### src/rtl/nn_pkg.sv
// Shared types and constants for the perceptron trainer: FSM states,
// the default fixed-point width, the learning rate and the magnitude ceiling.
package nn_pkg;

  typedef enum logic [2:0] {
    IDLE,
    FETCH,
    LOAD,
    EVAL,
    UPDATE,
    CHECK,
    DONE
  } state_e;

  // Sign-magnitude word: 1 sign bit, 15 integer bits, 16 fraction bits.
  localparam int              NN_W       = 32;
  localparam logic [NN_W-1:0] NN_LR      = 32'h0000_4000;
  localparam logic [NN_W-2:0] NN_MAG_MAX = '1;

endpackage

### src/rtl/perceptron_trainer_if.sv
// Bus between the trainer, its sample memory and the external neuron:
// registered-read memory port plus the operands/weights fed to the neuron.
interface perceptron_trainer_if #(
  parameter int W  = nn_pkg::NN_W,
  parameter int AW = 2
);

  logic [AW-1:0] sample_addr_out;
  logic          sample_x1_in;
  logic          sample_x2_in;
  logic          sample_target_in;
  logic [W-1:0]  x1_out;
  logic [W-1:0]  x2_out;
  logic [W-1:0]  w1_out;
  logic [W-1:0]  w2_out;
  logic [W-1:0]  wb_out;
  logic          neuron_out_in;

  modport master (
    output sample_addr_out, x1_out, x2_out, w1_out, w2_out, wb_out,
    input  sample_x1_in, sample_x2_in, sample_target_in, neuron_out_in
  );

  modport slave (
    input  sample_addr_out, x1_out, x2_out, w1_out, w2_out, wb_out,
    output sample_x1_in, sample_x2_in, sample_target_in, neuron_out_in
  );

endinterface

### src/rtl/sm_step_unit.sv
// Saturating sign-magnitude step: w_o = w_i +/- LR when enabled, else w_i.
// Magnitude clamps at all-ones and a zero result always carries sign 0.
module sm_step_unit
  import nn_pkg::*;
#(
  parameter int           W       = NN_W,
  parameter logic [W-2:0] MAG_MAX = NN_MAG_MAX
) (
  input  logic [W-1:0] w_i,
  input  logic [W-2:0] lr_mag_i,
  input  logic         en_i,
  input  logic         neg_i,
  output logic [W-1:0] w_o
);

  logic         w_s;
  logic [W-2:0] w_m;
  logic [W-1:0] sum;
  logic         r_s;
  logic [W-2:0] r_m;

  assign w_s = w_i[W-1];
  assign w_m = w_i[W-2:0];
  assign sum = {1'b0, w_m} + {1'b0, lr_mag_i};

  // NOTE: every combinational output gets a default first so no path can infer a latch.
  always_comb begin
    r_s = w_s;
    r_m = w_m;
    if (w_s == neg_i) begin
      r_m = sum[W-1] ? MAG_MAX : sum[W-2:0];
    end else if (w_m >= lr_mag_i) begin
      r_m = w_m - lr_mag_i;
    end else begin
      r_s = neg_i;
      r_m = lr_mag_i - w_m;
    end
    w_o = en_i ? {r_s & (|r_m), r_m} : w_i;
  end

endmodule

### src/rtl/perceptron_trainer.sv
// Perceptron training sequencer: walks the sample memory epoch by epoch,
// evaluates the external neuron and applies the perceptron rule until converged.
module perceptron_trainer
  import nn_pkg::*;
#(
  parameter int SIGN       = 1,
  parameter int Q_M        = 15,
  parameter int Q_N        = 16,
  parameter int N_SAMPLES  = 4,
  parameter int MAX_EPOCHS = 64,
  parameter logic [SIGN+Q_M+Q_N-1:0] LR      = NN_LR,
  parameter logic [SIGN+Q_M+Q_N-1:0] W1_INIT = '0,
  parameter logic [SIGN+Q_M+Q_N-1:0] W2_INIT = '0,
  parameter logic [SIGN+Q_M+Q_N-1:0] WB_INIT = '0,
  localparam int W  = SIGN + Q_M + Q_N,
  localparam int AW = (N_SAMPLES > 1) ? $clog2(N_SAMPLES) : 1,
  localparam int EW = $clog2(MAX_EPOCHS + 1)
) (
  input  logic                 clk,
  input  logic                 rst,
  input  logic                 start_in,
  perceptron_trainer_if.master bus,
  output logic                 busy_out,
  output logic                 done_out,
  output logic                 converged_out,
  output logic [EW-1:0]        epoch_count_out,
  output logic [EW-1:0]        error_count_out
);

  localparam logic [W-2:0] LR_MAG = LR[W-2:0];

  state_e        state_q, state_d;
  logic [AW-1:0] idx_q, idx_d;
  logic          x1_q, x1_d, x2_q, x2_d, tgt_q, tgt_d;
  logic          err_nz_q, err_nz_d, err_neg_q, err_neg_d;
  logic          conv_q, conv_d;
  logic [EW-1:0] epoch_q, epoch_d, errc_q, errc_d;
  logic [W-1:0]  w1_q, w1_d, w2_q, w2_d, wb_q, wb_d;
  logic [W-1:0]  w1_step, w2_step, wb_step;

  sm_step_unit #(.W(W)) u_step_w1 (
    .w_i(w1_q), .lr_mag_i(LR_MAG), .en_i(x1_q), .neg_i(err_neg_q), .w_o(w1_step)
  );
  sm_step_unit #(.W(W)) u_step_w2 (
    .w_i(w2_q), .lr_mag_i(LR_MAG), .en_i(x2_q), .neg_i(err_neg_q), .w_o(w2_step)
  );
  sm_step_unit #(.W(W)) u_step_wb (
    .w_i(wb_q), .lr_mag_i(LR_MAG), .en_i(1'b1), .neg_i(err_neg_q), .w_o(wb_step)
  );

  always_comb begin
    state_d   = state_q;
    idx_d     = idx_q;
    x1_d      = x1_q;
    x2_d      = x2_q;
    tgt_d     = tgt_q;
    err_nz_d  = err_nz_q;
    err_neg_d = err_neg_q;
    conv_d    = conv_q;
    epoch_d   = epoch_q;
    errc_d    = errc_q;
    w1_d      = w1_q;
    w2_d      = w2_q;
    wb_d      = wb_q;
    case (state_q)
      IDLE: if (start_in) begin
        epoch_d = '0;
        errc_d  = '0;
        conv_d  = 1'b0;
        idx_d   = '0;
        state_d = FETCH;
      end
      FETCH: state_d = LOAD;
      LOAD: begin
        x1_d    = bus.sample_x1_in;
        x2_d    = bus.sample_x2_in;
        tgt_d   = bus.sample_target_in;
        state_d = EVAL;
      end
      // err = target - out: nonzero when they differ, negative when out=1, target=0.
      EVAL: begin
        err_nz_d  = tgt_q ^ bus.neuron_out_in;
        err_neg_d = bus.neuron_out_in & ~tgt_q;
        state_d   = UPDATE;
      end
      UPDATE: begin
        if (err_nz_q) begin
          w1_d   = w1_step;
          w2_d   = w2_step;
          wb_d   = wb_step;
          errc_d = errc_q + EW'(1);
        end
        if (idx_q == AW'(N_SAMPLES - 1)) begin
          state_d = CHECK;
        end else begin
          idx_d   = idx_q + AW'(1);
          state_d = FETCH;
        end
      end
      CHECK: begin
        epoch_d = epoch_q + EW'(1);
        if (errc_q == '0) begin
          conv_d  = 1'b1;
          state_d = DONE;
        end else if (epoch_d == EW'(MAX_EPOCHS)) begin
          state_d = DONE;
        end else begin
          errc_d  = '0;
          idx_d   = '0;
          state_d = FETCH;
        end
      end
      DONE:    state_d = IDLE;
      default: state_d = IDLE;
    endcase
  end

  // NOTE: sequential state uses non-blocking assignments so every register samples pre-edge values.
  always_ff @(posedge clk or posedge rst) begin
    if (rst) begin
      state_q   <= IDLE;
      idx_q     <= '0;
      x1_q      <= 1'b0;
      x2_q      <= 1'b0;
      tgt_q     <= 1'b0;
      err_nz_q  <= 1'b0;
      err_neg_q <= 1'b0;
      conv_q    <= 1'b0;
      epoch_q   <= '0;
      errc_q    <= '0;
      w1_q      <= W1_INIT;
      w2_q      <= W2_INIT;
      wb_q      <= WB_INIT;
    end else begin
      state_q   <= state_d;
      idx_q     <= idx_d;
      x1_q      <= x1_d;
      x2_q      <= x2_d;
      tgt_q     <= tgt_d;
      err_nz_q  <= err_nz_d;
      err_neg_q <= err_neg_d;
      conv_q    <= conv_d;
      epoch_q   <= epoch_d;
      errc_q    <= errc_d;
      w1_q      <= w1_d;
      w2_q      <= w2_d;
      wb_q      <= wb_d;
    end
  end

  assign bus.sample_addr_out = idx_q;
  assign bus.x1_out          = {{(W-1){1'b0}}, x1_q};
  assign bus.x2_out          = {{(W-1){1'b0}}, x2_q};
  assign bus.w1_out          = w1_q;
  assign bus.w2_out          = w2_q;
  assign bus.wb_out          = wb_q;
  assign busy_out            = (state_q != IDLE) && (state_q != DONE);
  assign done_out            = (state_q == DONE);
  assign converged_out       = conv_q;
  assign epoch_count_out     = epoch_q;
  assign error_count_out     = errc_q;

endmodule
### src/flat_wrapper.sv
// flat-port wrapper written by rule: the top's interface ports become plain ports
module perceptron_trainer_flat import nn_pkg::*;
#(
  parameter int SIGN       = 1,
  parameter int Q_M        = 15,
  parameter int Q_N        = 16,
  parameter int N_SAMPLES  = 4,
  parameter int MAX_EPOCHS = 64,
  parameter logic [SIGN+Q_M+Q_N-1:0] LR      = NN_LR,
  parameter logic [SIGN+Q_M+Q_N-1:0] W1_INIT = '0,
  parameter logic [SIGN+Q_M+Q_N-1:0] W2_INIT = '0,
  parameter logic [SIGN+Q_M+Q_N-1:0] WB_INIT = '0,
  localparam int W  = SIGN + Q_M + Q_N,
  localparam int AW = (N_SAMPLES > 1) ? $clog2(N_SAMPLES) : 1,
  localparam int EW = $clog2(MAX_EPOCHS + 1)
)
  (clk, rst, start_in, busy_out, done_out, converged_out, epoch_count_out, error_count_out, bus_sample_addr_out, bus_x1_out, bus_x2_out, bus_w1_out, bus_w2_out, bus_wb_out, bus_sample_x1_in, bus_sample_x2_in, bus_sample_target_in, bus_neuron_out_in);
  perceptron_trainer_if bus_i ();
  input  logic clk;
  input  logic rst;
  input  logic start_in;
  output logic busy_out;
  output logic done_out;
  output logic converged_out;
  output logic [EW-1:0] epoch_count_out;
  output logic [EW-1:0] error_count_out;
  output wire logic [$bits(bus_i.sample_addr_out)-1:0] bus_sample_addr_out;
  output wire logic [$bits(bus_i.x1_out)-1:0] bus_x1_out;
  output wire logic [$bits(bus_i.x2_out)-1:0] bus_x2_out;
  output wire logic [$bits(bus_i.w1_out)-1:0] bus_w1_out;
  output wire logic [$bits(bus_i.w2_out)-1:0] bus_w2_out;
  output wire logic [$bits(bus_i.wb_out)-1:0] bus_wb_out;
  input wire logic [$bits(bus_i.sample_x1_in)-1:0] bus_sample_x1_in;
  input wire logic [$bits(bus_i.sample_x2_in)-1:0] bus_sample_x2_in;
  input wire logic [$bits(bus_i.sample_target_in)-1:0] bus_sample_target_in;
  input wire logic [$bits(bus_i.neuron_out_in)-1:0] bus_neuron_out_in;
  assign bus_sample_addr_out = bus_i.sample_addr_out;
  assign bus_x1_out = bus_i.x1_out;
  assign bus_x2_out = bus_i.x2_out;
  assign bus_w1_out = bus_i.w1_out;
  assign bus_w2_out = bus_i.w2_out;
  assign bus_wb_out = bus_i.wb_out;
  assign bus_i.sample_x1_in = bus_sample_x1_in;
  assign bus_i.sample_x2_in = bus_sample_x2_in;
  assign bus_i.sample_target_in = bus_sample_target_in;
  assign bus_i.neuron_out_in = bus_neuron_out_in;
  perceptron_trainer #(.SIGN(SIGN), .Q_M(Q_M), .Q_N(Q_N), .N_SAMPLES(N_SAMPLES), .MAX_EPOCHS(MAX_EPOCHS), .LR(LR), .W1_INIT(W1_INIT), .W2_INIT(W2_INIT), .WB_INIT(WB_INIT)) u_core (.clk(clk), .rst(rst), .start_in(start_in), .bus(bus_i), .busy_out(busy_out), .done_out(done_out), .converged_out(converged_out), .epoch_count_out(epoch_count_out), .error_count_out(error_count_out));
endmodule
### config.mk
export PLATFORM = sky130hd
export DESIGN_NAME = perceptron_trainer_flat
export DESIGN_NICKNAME = d
export VERILOG_FILES = /design/src/rtl/nn_pkg.sv /design/src/rtl/perceptron_trainer_if.sv /design/src/rtl/sm_step_unit.sv /design/src/rtl/perceptron_trainer.sv /design/src/flat_wrapper.sv
export SDC_FILE = /design/constraint.sdc
export NUM_CORES = 1
export LEC_CHECK = 0
export CAP_MARGIN = 20
export CORE_MARGIN = 2
export CORE_UTILIZATION = 45
export DETAILED_ROUTE_END_ITERATION = 8
export GPL_ROUTABILITY_DRIVEN = 0
export PLACE_DENSITY = 0.7
export RECOVER_POWER = 25
export SLEW_MARGIN = 20
export SYNTH_ARGS = -nofsm -noshare
export SYNTH_HDL_FRONTEND = slang
export SYNTH_SLANG_ARGS = --single-unit
### constraint.sdc
create_clock -name clk -period 5.4 [get_ports clk]
set_clock_uncertainty 0.1 [all_clocks]
set_input_delay 0.54 -clock clk [delete_from_list [all_inputs] [get_ports clk]]
set_output_delay 0.54 -clock clk [all_outputs]
set_load 0.03 [all_outputs]
* After elaboration in Yosys (flattened, before gate mapping)
Cells that the tools add are included.
** Operators by class
- Add/sub/neg operators :: 12
- Multipliers :: 0
- Div/mod/pow operators :: 0
- Magnitude comparators :: 3
- Equality and inequality tests :: 18
- Shifts and indexed selects :: 0
- Multiplexer cells :: 34
- Bitwise operators :: 6
- Reductions and logical operators :: 16
** Operators with widths (count)
- 31-bit two-way mux :: 9
- 31-bit by 15-bit adder with 32-bit output, second input constant :: 3
- 31-bit by 15-bit greater-or-equal comparator with 1-bit output, second input constant :: 3
- 31-bit OR reduction :: 3
- 15-bit by 31-bit subtractor with 31-bit output, first input constant :: 3
- 31-bit by 15-bit subtractor with 31-bit output, second input constant :: 3
- 7-bit two-way mux :: 4
- 7-bit case mux with 3 select lines :: 1
- 3-bit case mux with 6 select lines :: 1
- 7-bit by 1-bit adder with 7-bit output, second input constant :: 2
- 7-bit case mux with 2 select lines :: 1
- 3-bit two-way mux :: 4
- 5-bit AND reduction :: 2
- 3-bit == test, second input constant :: 3
- 3-bit AND reduction :: 3
- 1-bit two-way mux :: 8
- 2-bit two-way mux :: 4
- 2-bit != test, second input constant :: 4
- 7-bit == test, second input constant :: 1
- 7-bit logical NOT :: 1
- 3-bit by 2-bit == test with 1-bit output, second input constant :: 2
- 2-bit case mux with 3 select lines :: 1
- 3-bit nonzero test :: 2
- 1-bit bitwise AND :: 4
- 13 further kinds :: 17
** Storage, ports and cells
- Register bits :: 121
- Bits in latches :: 0
- Bits in writable memories :: 0
- ROM bits :: 0
- Input port bits :: 7
- Output and inout bits :: 179
- Word-level logic and storage cells :: 102
- Memories kept :: 0

* Depth between registers and ports, before layout
Gate-level depths: netlist of run 1.
- Depth in word-level cells :: 5
- Gate-level depth with buffers :: 14
- Gate-level depth less buffers :: 12

* Modules after synthesis
From an unflattened synthesis of run 1, not the netlist that was laid out.
** Unflattened totals
- Cell total of the unflattened synthesis :: 3224
- Area total of the unflattened synthesis :: 24165.7 um^2
** Modules (own cells, without submodules)
- sm_step_unit (u_core.u_step_w1) :: instances 1, cells each 930, area an instance 6353.6 um^2, seq. area each 0.0 um^2
- sm_step_unit (u_core.u_step_wb) :: instances 1, cells each 942, area an instance 6262.3 um^2, seq. area each 0.0 um^2
- sm_step_unit (u_core.u_step_w2) :: instances 1, cells each 931, area an instance 6047.0 um^2, seq. area each 0.0 um^2
- perceptron_trainer :: instances 1, cells each 421, area an instance 5502.8 um^2, seq. area each 3027.9 um^2

* Worst setup path before layout of run 1
No wires, ideal clock.
- Path type :: register to register
- From :: register u_core.w2_q[1] (netlist: u_core.bus.w2_out[1])
- To :: register u_core.w2_q[31] (netlist: u_core.bus.w2_out[31])
- Library setup time :: 0.118 ns
- Arrival :: 3.366 ns
- Data required time :: 5.182 ns
- Path slack :: 1.816 ns
- Stages on the path, launching flop included :: 13
- Path buffers :: 0
- Period minus slack after synthesis :: 3.584 ns
- Path through :: dfrtp_1 inv_1 ha_1 or4b_4 or4_4 or2_0 a31oi_1 a41o_1 nand4_1 or4b_1 nor4_1 a22oi_1 a21o_1
** Between the ends
- Longest elaborated chain between the ends :: 5
- Elaborated cells between the ends (all ways) :: 11
- Those cells by class :: 3 x add/sub; 1 x order compare; 5 x mux; 1 x bitwise; 1 x reduce/logical
** RTL lines
- start, declared :: RTL line perceptron_trainer.sv:38 : logic [W-1:0] w1_q, w1_d, w2_q, w2_d, wb_q, wb_d;
- start signal, assigned :: RTL line perceptron_trainer.sv:146 : w2_q <= w2_d;
- 31-bit by 15-bit adder with 32-bit output (tied with other cells) :: RTL line sm_step_unit.sv:24 : assign sum = {1'b0, w_m} + {1'b0, lr_mag_i};
- 31-bit two-way mux (on tied branches) :: RTL line sm_step_unit.sv:31, sm_step_unit.sv:32
- 31-bit two-way mux :: RTL line sm_step_unit.sv:30 : if (w_s == neg_i) begin
- 31-bit OR reduction :: RTL line sm_step_unit.sv:38 : w_o = en_i ? {r_s & (|r_m), r_m} : w_i;
- 1-bit bitwise AND * :: RTL line sm_step_unit.sv:38
Every way passes the cells marked *; elsewhere a longest branch is shown, timed or not.
A chain may end at the register's enable or synchronous reset.

* Worst setup path after layout of run 1
- From :: register u_core.w2_q[21] (netlist: u_core.bus.w2_out[21])
- To :: register u_core.w2_q[31] (netlist: u_core.bus.w2_out[31])
Same word-level chain as after synthesis.

==> summary.txt, run 1 <==
Power and ir drop
  • Leakage: 4.90 nW
  • Pwr dens: 614 nW/um2
  • Worst vdd ir: 0.000275 V

Worst hold path
  • Min-delay src: u_core.bus.sample_addr_out[1]
  • HP Class: reg2reg

Worst setup path
  • Worst setup EP type: flip-flop
  • CP max stage cell: a211oi_2
  • CP arrival: 4.23 ns
  • Critical path peak fanout: 12
  • CP Class: reg2reg
  • CP peak stage delay: 0.70 ns
  • Crit path top cell by count: nor4_1
  • Crit start category: flip-flop
  • CP required: 5.61 ns
  • CP startpoint: u_core.bus.w2_out[21]
  • CP cell instances: nor4_2 > nand3_2 > a211oi_2 > nor4_1 > o31ai_1 > a21bo_1 > or4b_1 > nor4_1 > a22oi_1 > a21o_1
  • Reg-to-Reg Start: u_core.bus.w2_out[21]

Synth
  • Post-synth top area share: 0.296
  • Asr flop ratio synth: 1.00
  • Leading area contributor after synthesis: dfrtp_1
  • Count leader, synth: nand2_1
  • Synth Register Bits: 121
  • Post-synthesis cell type count: 88
  • Dominant synthesized flop cell: dfrtp_1
  • Post-synth EDFFs: 0
  • Leading cell types by count after synthesis: 162 x nand2_1, 144 x nor2_1, 121 x dfrtp_1
  • Netlist Area Pre-Place: 10200 um2
  • Cells after Synth: 1359
  • Syn. warnings: 0
  • Seq/Total Area, Yosys: 0.296
  • Largest cells by area after synthesis: dfrtp_1 30%, nand2_1 6.0%, nor2_1 5.3%, buf_4 4.7%, o21ai_0 4.3%
  • Synthesized area per cell: 7.52 um2

Placed design
  • Place WS: 1.55 ns
  • DP Wirelength: 21.5 mm
  • # port buffers: 123

Global route
  • Grt ovf: 0
  • Initial antenna violation count: 0
  • M2 GR Usage: 0.406
  • GRT met3 Usage: 0.0403
  • Grt peak-use layer: met2
  • GR Util met1: 0.344
  • Pin count of the biggest net entering global routing: 62
  • Tot GR Track Use: 0.254
  • Global-route wire length before repair: 50.2 mm
  • Via count of the first global-routing pass: 9737

Clock network
  • Post_cts resized: 0
  • Clock Sinks: 121
  • Clk pin slew, worst setup/hold paths: 0.06 ns
  • Worst-Skew Late Latency: 0.43 ns
  • # hold bufs at CTS: 0
  • Setup Fix Bufs, Post-CTS: 0
  • Clk root buf: clkbuf_16
  • CTS H-Tree Depth: 4
  • Clk buf depth: 2
  • Total CTS buffers: 17
  • CTS tree: done

Route
  • Via density: 6.22
  • Remaining DRCs: 0
  • Initial drt markers: 1024
  • Detailed-route via count: 10700
  • Routed Antenna Nets: 0
  • WL per Instance: 17.8 um
  • Routed WL: 30.5 mm
  • Drt pass-1 iters: 5

Timing
  • Relative slew slack: -1.20
  • Min cycle time layout: 4.02 ns
  • Worst Tran Pin Value: 3.29 ns
  • Unrepaired setup endpoints after global routing: no
  • Final Hold Fails: 0
  • Final setup violation count: 0
  • Setup WS post-layout: 1.38 ns
  • Fmax: 249 MHz
  • Final Cycle Share: 0.744
  • Final Max Slew Viols: 61
  • Final setup TNS: 0 ns

Run status
  • Failing checks: capacitance limit, slew limit
  • Status: complete, but fails checks

Floorplan
  • Die H: 155 um
  • Starting Density: 0.455
  • Row count: 55
  • Die W: 155 um
  • Die ar.: 23900 um2
  • Top-level I/O count: 186
  • Core footprint: 22400 um2

Cells and area
  • P&R area growth vs syn: 16.6%
  • Layout Nets: 1443
  • Antenna cells: 0
  • Share of post-route cells with drive strength above 1: 0.0560

Flow run
  • Max_cap viols: 1
-- cell families (layout without fill, tap and decap cells) --
logic type      after synthesis  count (layout)  synth area share
compound gates              363             363             0.230
simple gates                618             618             0.307
other cells                   1              62          0.000367
xor+xnor                     31              31            0.0266
mux                          21              21            0.0220
buf+inv                     184             193            0.0930
flops                       121             121             0.296
fa+ha+maj                    20              20            0.0245
-- worst paths after layout --
kind | end | slack (ns) | cells past startpoint
worst max-delay path | u_core.bus.w2_out[31] | 1.38 | 10
worst min-delay path | u_core.bus.sample_addr_out[1] | 0.44 | 1
worst max register to register | u_core.bus.w2_out[31] | 1.38 | 10
worst min register to register | u_core.bus.sample_addr_out[1] | 0.44 | 1
max in group asynchronous | u_core.bus.wb_out[25] | 1.57 | 3
min in group asynchronous | u_core.bus.w1_out[19] | 0.73 | 3
-- registers in the layout, indices dropped and copies added, names as in the netlist --
register and cells:
u_core.err_neg_q 1, u_core.bus.wb_out 32, u_core.tgt_q 1, u_core.converged_out 1, u_core.bus.w2_out 32, u_core.state_q 3, u_core.epoch_count_out 7, u_core.bus.w1_out 32
u_core.x1_q 1, u_core.x2_q 1, u_core.bus.sample_addr_out 2, u_core.error_count_out 7, u_core.err_nz_q 1
-- critical path, delay by kind of cell (launching register included) --
kind            cells  cell delay, ns
simple gates        5            1.61
flops               1            0.52
compound gates      5            1.67
-- per-layer routing --
metal,wire [um],vias to the layer above
li1,-,5031
met1,13000,5005
met2,14300,562
met3,2340,68
met4,814,0
met5,0,-
-- stage by stage --
stage | power, mW | hold slack (ns) | instance area, um2 | cells | utilization
2_1_floorplan | 4.79 | 0.407 | 10400 | 1420 | -
3_3_place_gp | 5.92 | 0.438 | 11300 | 1682 | 0.503
3_5_place_dp | 5.96 | 0.431 | 11300 | 1682 | 0.503
4_1_cts | 7.25 | 0.452 | 11900 | 1714 | 0.531
5_1_grt | 7.81 | 0.465 | 11900 | 1714 | 0.531
6_report | 7.31 | 0.444 | 11900 | 1714 | 0.531
-- power breakdown --
part | internal (mW) | switching (mW) | total, mW | leakage (nW)
logic | 1.71 | 2.71 | 4.41 | 2.96
clock network | 0.783 | 0.472 | 1.25 | 0.311
registers | 1.11 | 0.536 | 1.64 | 1.63
total | 3.60 | 3.71 | 7.31 | 4.90
-- cell type report --
cell class / count / area (um2)
Fill cell: 2126 / 10500
Multi-Input combinational cell: 1115 / 6470
Sequential cell: 121 / 3030
Timing Repair Buffer: 137 / 1330
Clock buffer: 17 / 425
Tap cell: 285 / 357
Clock inverter: 15 / 214
Inverter: 24 / 91.3
-- layout by cell type (no fill, tap or decap), types with 31 or more instances in the layout --
master           count
a31oi_1             38
nor3_1              54
clkdlybuf4s50_1    122
nor4_1              31
nor2_1             144
o21ai_0             88
conb_1              62
dfrtp_1            121
a21oi_1             86
nand2_1            162
nand3_1             58
nand4_1             35
No activity file was read; power rests on OpenSTA's default activity.
==> run 2: changes to the inputs <==
==> constraint.sdc (replaced) <==
create_clock -name clk -period 3.7 [get_ports clk]
set_clock_uncertainty 0.1 [all_clocks]
set_input_delay 0.37 -clock clk [delete_from_list [all_inputs] [get_ports clk]]
set_output_delay 0.37 -clock clk [all_outputs]
set_load 0.03 [all_outputs]
==> run 2 against run 1 <==
The flow still finishes with violations (capacitance limit, slew limit). Die area unchanged. Setup slack worse by 1.3 ns. Clock power grew 42%. Final area is 6.6% higher. Global-route usage increased by 0.98 points. Via count up 5.6%. Register-to-register slack lost 1.3 ns. Critical path depth rose by 2. Core utilization is 3.5 points higher.
==> summary.txt, run 2 (same netlist as run 1, synthesis figures left out) <==
Power and ir drop
  • P_int: 5.75 mW (+60%)
  • Leakage: 5.37 nW (+9.7%)
  • Sw frac: 0.496 (-0.0118)
  • Switching power total: 5.66 mW (+52%)
  • Pwr dens: 898 nW/um2 (+46%)
  • Clk pwr share: 0.155 (-0.017)
  • Power share of the combinational group: 0.666 (+0.062)
  • Worst vdd ir: 0.000399 V (+45%)
  • Seq pwr share: 0.179 (-0.046)

Floorplan
  • Core footprint: 22400 um2 (unchanged)
  • Die W: 155 um (unchanged)
  • Row count: 55 (unchanged)
  • Die H: 155 um (unchanged)
  • Top-level I/O count: 186 (unchanged)
  • Die ar.: 23900 um2 (unchanged)
  • Starting Density: 0.455 (unchanged)

Worst setup path
  • CP arrival: 3.81 ns (-0.42 ns)
  • Setup slack, reg-to-reg: 0.10 ns (-1.28 ns)
  • Reg-to-Reg Start: u_core.bus.w2_out[0]
  • Crit start category: flip-flop
  • Critical path peak fanout: 6 (-6)
  • Worst setup EP type: flip-flop
  • Worst Reg-to-Reg Cells: 12 (+2)
  • CP Class: reg2reg
  • R2r endpoint: u_core.bus.w2_out[31]
  • CP required: 3.91 ns (-1.70 ns)

Cells and area
  • Antenna cells: 0 (unchanged)
  • P&R area growth vs syn: 24.4%
  • Share of post-route cells with drive strength above 1: 0.125 (+0.0693)
  • Most frequent cells in the layout: 162 x nand2_1, 142 x nor2_1, 122 x clkdlybuf4s50_1
  • Fillers: 2109 (-0.80%)
  • Layout Nets: 1530 (+6.0%)
  • Multi-input gate area: 6600 um2 (+2.0%)
  • Seq. cell area: 3030 um2 (unchanged)
  • Most common cell after layout, fill and taps aside: nand2_1
  • Post-layout instance area: 12700 um2 (+6.6%)

Placed design
  • Placed standard-cell area: 12000 um2 (+5.9%)
  • DP Wirelength: 23.3 mm (+8.5%)
  • Place WS: -0.0145 ns (-1.56 ns)
  • # port buffers: 123 (unchanged)

Global route
  • Pin count of the biggest net entering global routing: 57 (-8.1%)
  • Initial antenna violation count: 0 (unchanged)
  • Grt ovf: 0 (unchanged)
  • Global-route wire length before repair: 52.2 mm (+3.9%)
  • Tot GR Track Use: 0.264 (+0.00983)
  • Via count of the first global-routing pass: 10200 (+5.2%)

Worst hold path
  • HP Class: in2reg
  • Hold endpoint: u_core.tgt_q
  • Hold Path Depth: 3 (+2)
  • Min-delay src: bus_sample_target_in

Clock network
  • Clock Sinks: 121 (unchanged)
  • Total CTS buffers: 17 (unchanged)
  • CTS H-Tree Depth: 4 (unchanged)
  • Clk root buf: clkbuf_16
  • Clk pin slew, worst setup/hold paths: 0.06 ns (about the same)
  • # hold bufs at CTS: 0 (unchanged)
  • Worst-Skew Late Latency: 0.43 ns (about the same)
  • Clk buf depth: 2 (unchanged)
  • CTS tree: done

Route
  • Initial drt markers: 1235 (+21%)
  • Drt pass-1 iters: 8 (+3)
  • Via density: 6.25 (+0.45%)
  • Routed WL: 32.5 mm (+6.6%)
  • WL per Instance: 18.1 um (+1.4%)
  • Routed Antenna Nets: 0 (unchanged)
  • Detailed-route via count: 11300 (+5.6%)
  • Remaining DRCs: 0 (unchanged)

Timing
  • Final Max Slew Viols: 56 (-8.2%)
  • Worst Tran Pin Value: 2.28 ns (-1.02 ns)
  • Relative slew slack: -0.520 (+0.675)
  • Final Hold Fails: 0 (unchanged)
  • Fmax: 278 MHz (+12%)
  • Min cycle time layout: 3.60 ns (-0.421 ns)
  • Final setup violation count: 0 (unchanged)
  • Setup WS post-layout: 0.104 ns (-1.28 ns)
  • Final Cycle Share: 0.972 (+0.228)

Run status
  • Failing checks: capacitance limit, slew limit
  • Status: complete, but fails checks

Flow run
  • Max_cap viols: 1 (unchanged)
run 2: critical path, cell delays in order (launching register included):
cell and delay [ns]:
dfrtp_1 0.37, inv_1 0.12, ha_4 0.18, or4b_4 0.47, or4_4 0.52, or2_0 0.21
a31oi_1 0.17, a41o_1 0.12, nand4_1 0.08, or4b_1 0.54, nor4_2 0.33, a22oi_1 0.13
a21o_1 0.16
run 2: how the worst max path moves through the flow:
stage / from / to
3_5_place_dp: u_core.bus.w2_out[1] / u_core.bus.w2_out[31]
3_3_place_gp: u_core.bus.w2_out[1] / u_core.bus.w2_out[31]
5_1_grt: u_core.bus.w2_out[0] / u_core.bus.w2_out[31]
6_report: u_core.bus.w2_out[0] / u_core.bus.w2_out[31]
2_1_floorplan: rst / u_core.bus.sample_addr_out[0]
4_1_cts: u_core.bus.w2_out[1] / u_core.bus.w2_out[31]
run 2: per-stage QoR:
stage                     std cells  hold slack, ns   util  setup TNS [ns]  power [mW]
final                          1801           0.418  0.566               0        11.4
after global routing           1801           0.454  0.566        -0.00481        12.1
after CTS                      1800           0.365  0.561               0        11.1
after detailed placement       1768           0.401  0.533         -0.0145        9.30
after global placement         1768           0.389  0.533               0        9.23
after floorplan                1420           0.387      -               0        7.00
run 2: power by group through the flow:
stage               clock network (mW)  logic (mW)  registers (mW)
floorplan                            0        4.55            2.45
CTS                               1.79        7.32            2.03
global placement                     0        7.19            2.04
detailed placement                   0        7.25            2.05
finish                            1.77        7.60            2.04
global route                      1.85        8.17            2.10
run 2: cell type report:
cell class | instances | share of cell area
Clock buffer | 20 | 0.0359
Clock inverter | 12 | 0.0130
Inverter | 24 | 0.00709
Multi-Input combinational cell | 1115 | 0.519
Sequential cell | 121 | 0.238
Tap cell | 285 | 0.0281
Timing Repair Buffer | 224 | 0.159
run 2: repair_timing:
item / in CTS / in global routing
resized for setup: 2 / 25
setup endpoints to repair: 1 / 3
buffers inserted: 0 / 1
run 2: per-layer routing:
metal	part of all wire	global-route usage	vias up	wire length (um)
li1	-	-	5200	-
met4	0.035	0.105	0	1140
met2	0.47	0.430	661	15300
met3	0.084	0.0440	105	2740
met1	0.41	0.350	5292	13400
met5	0	0	-	0
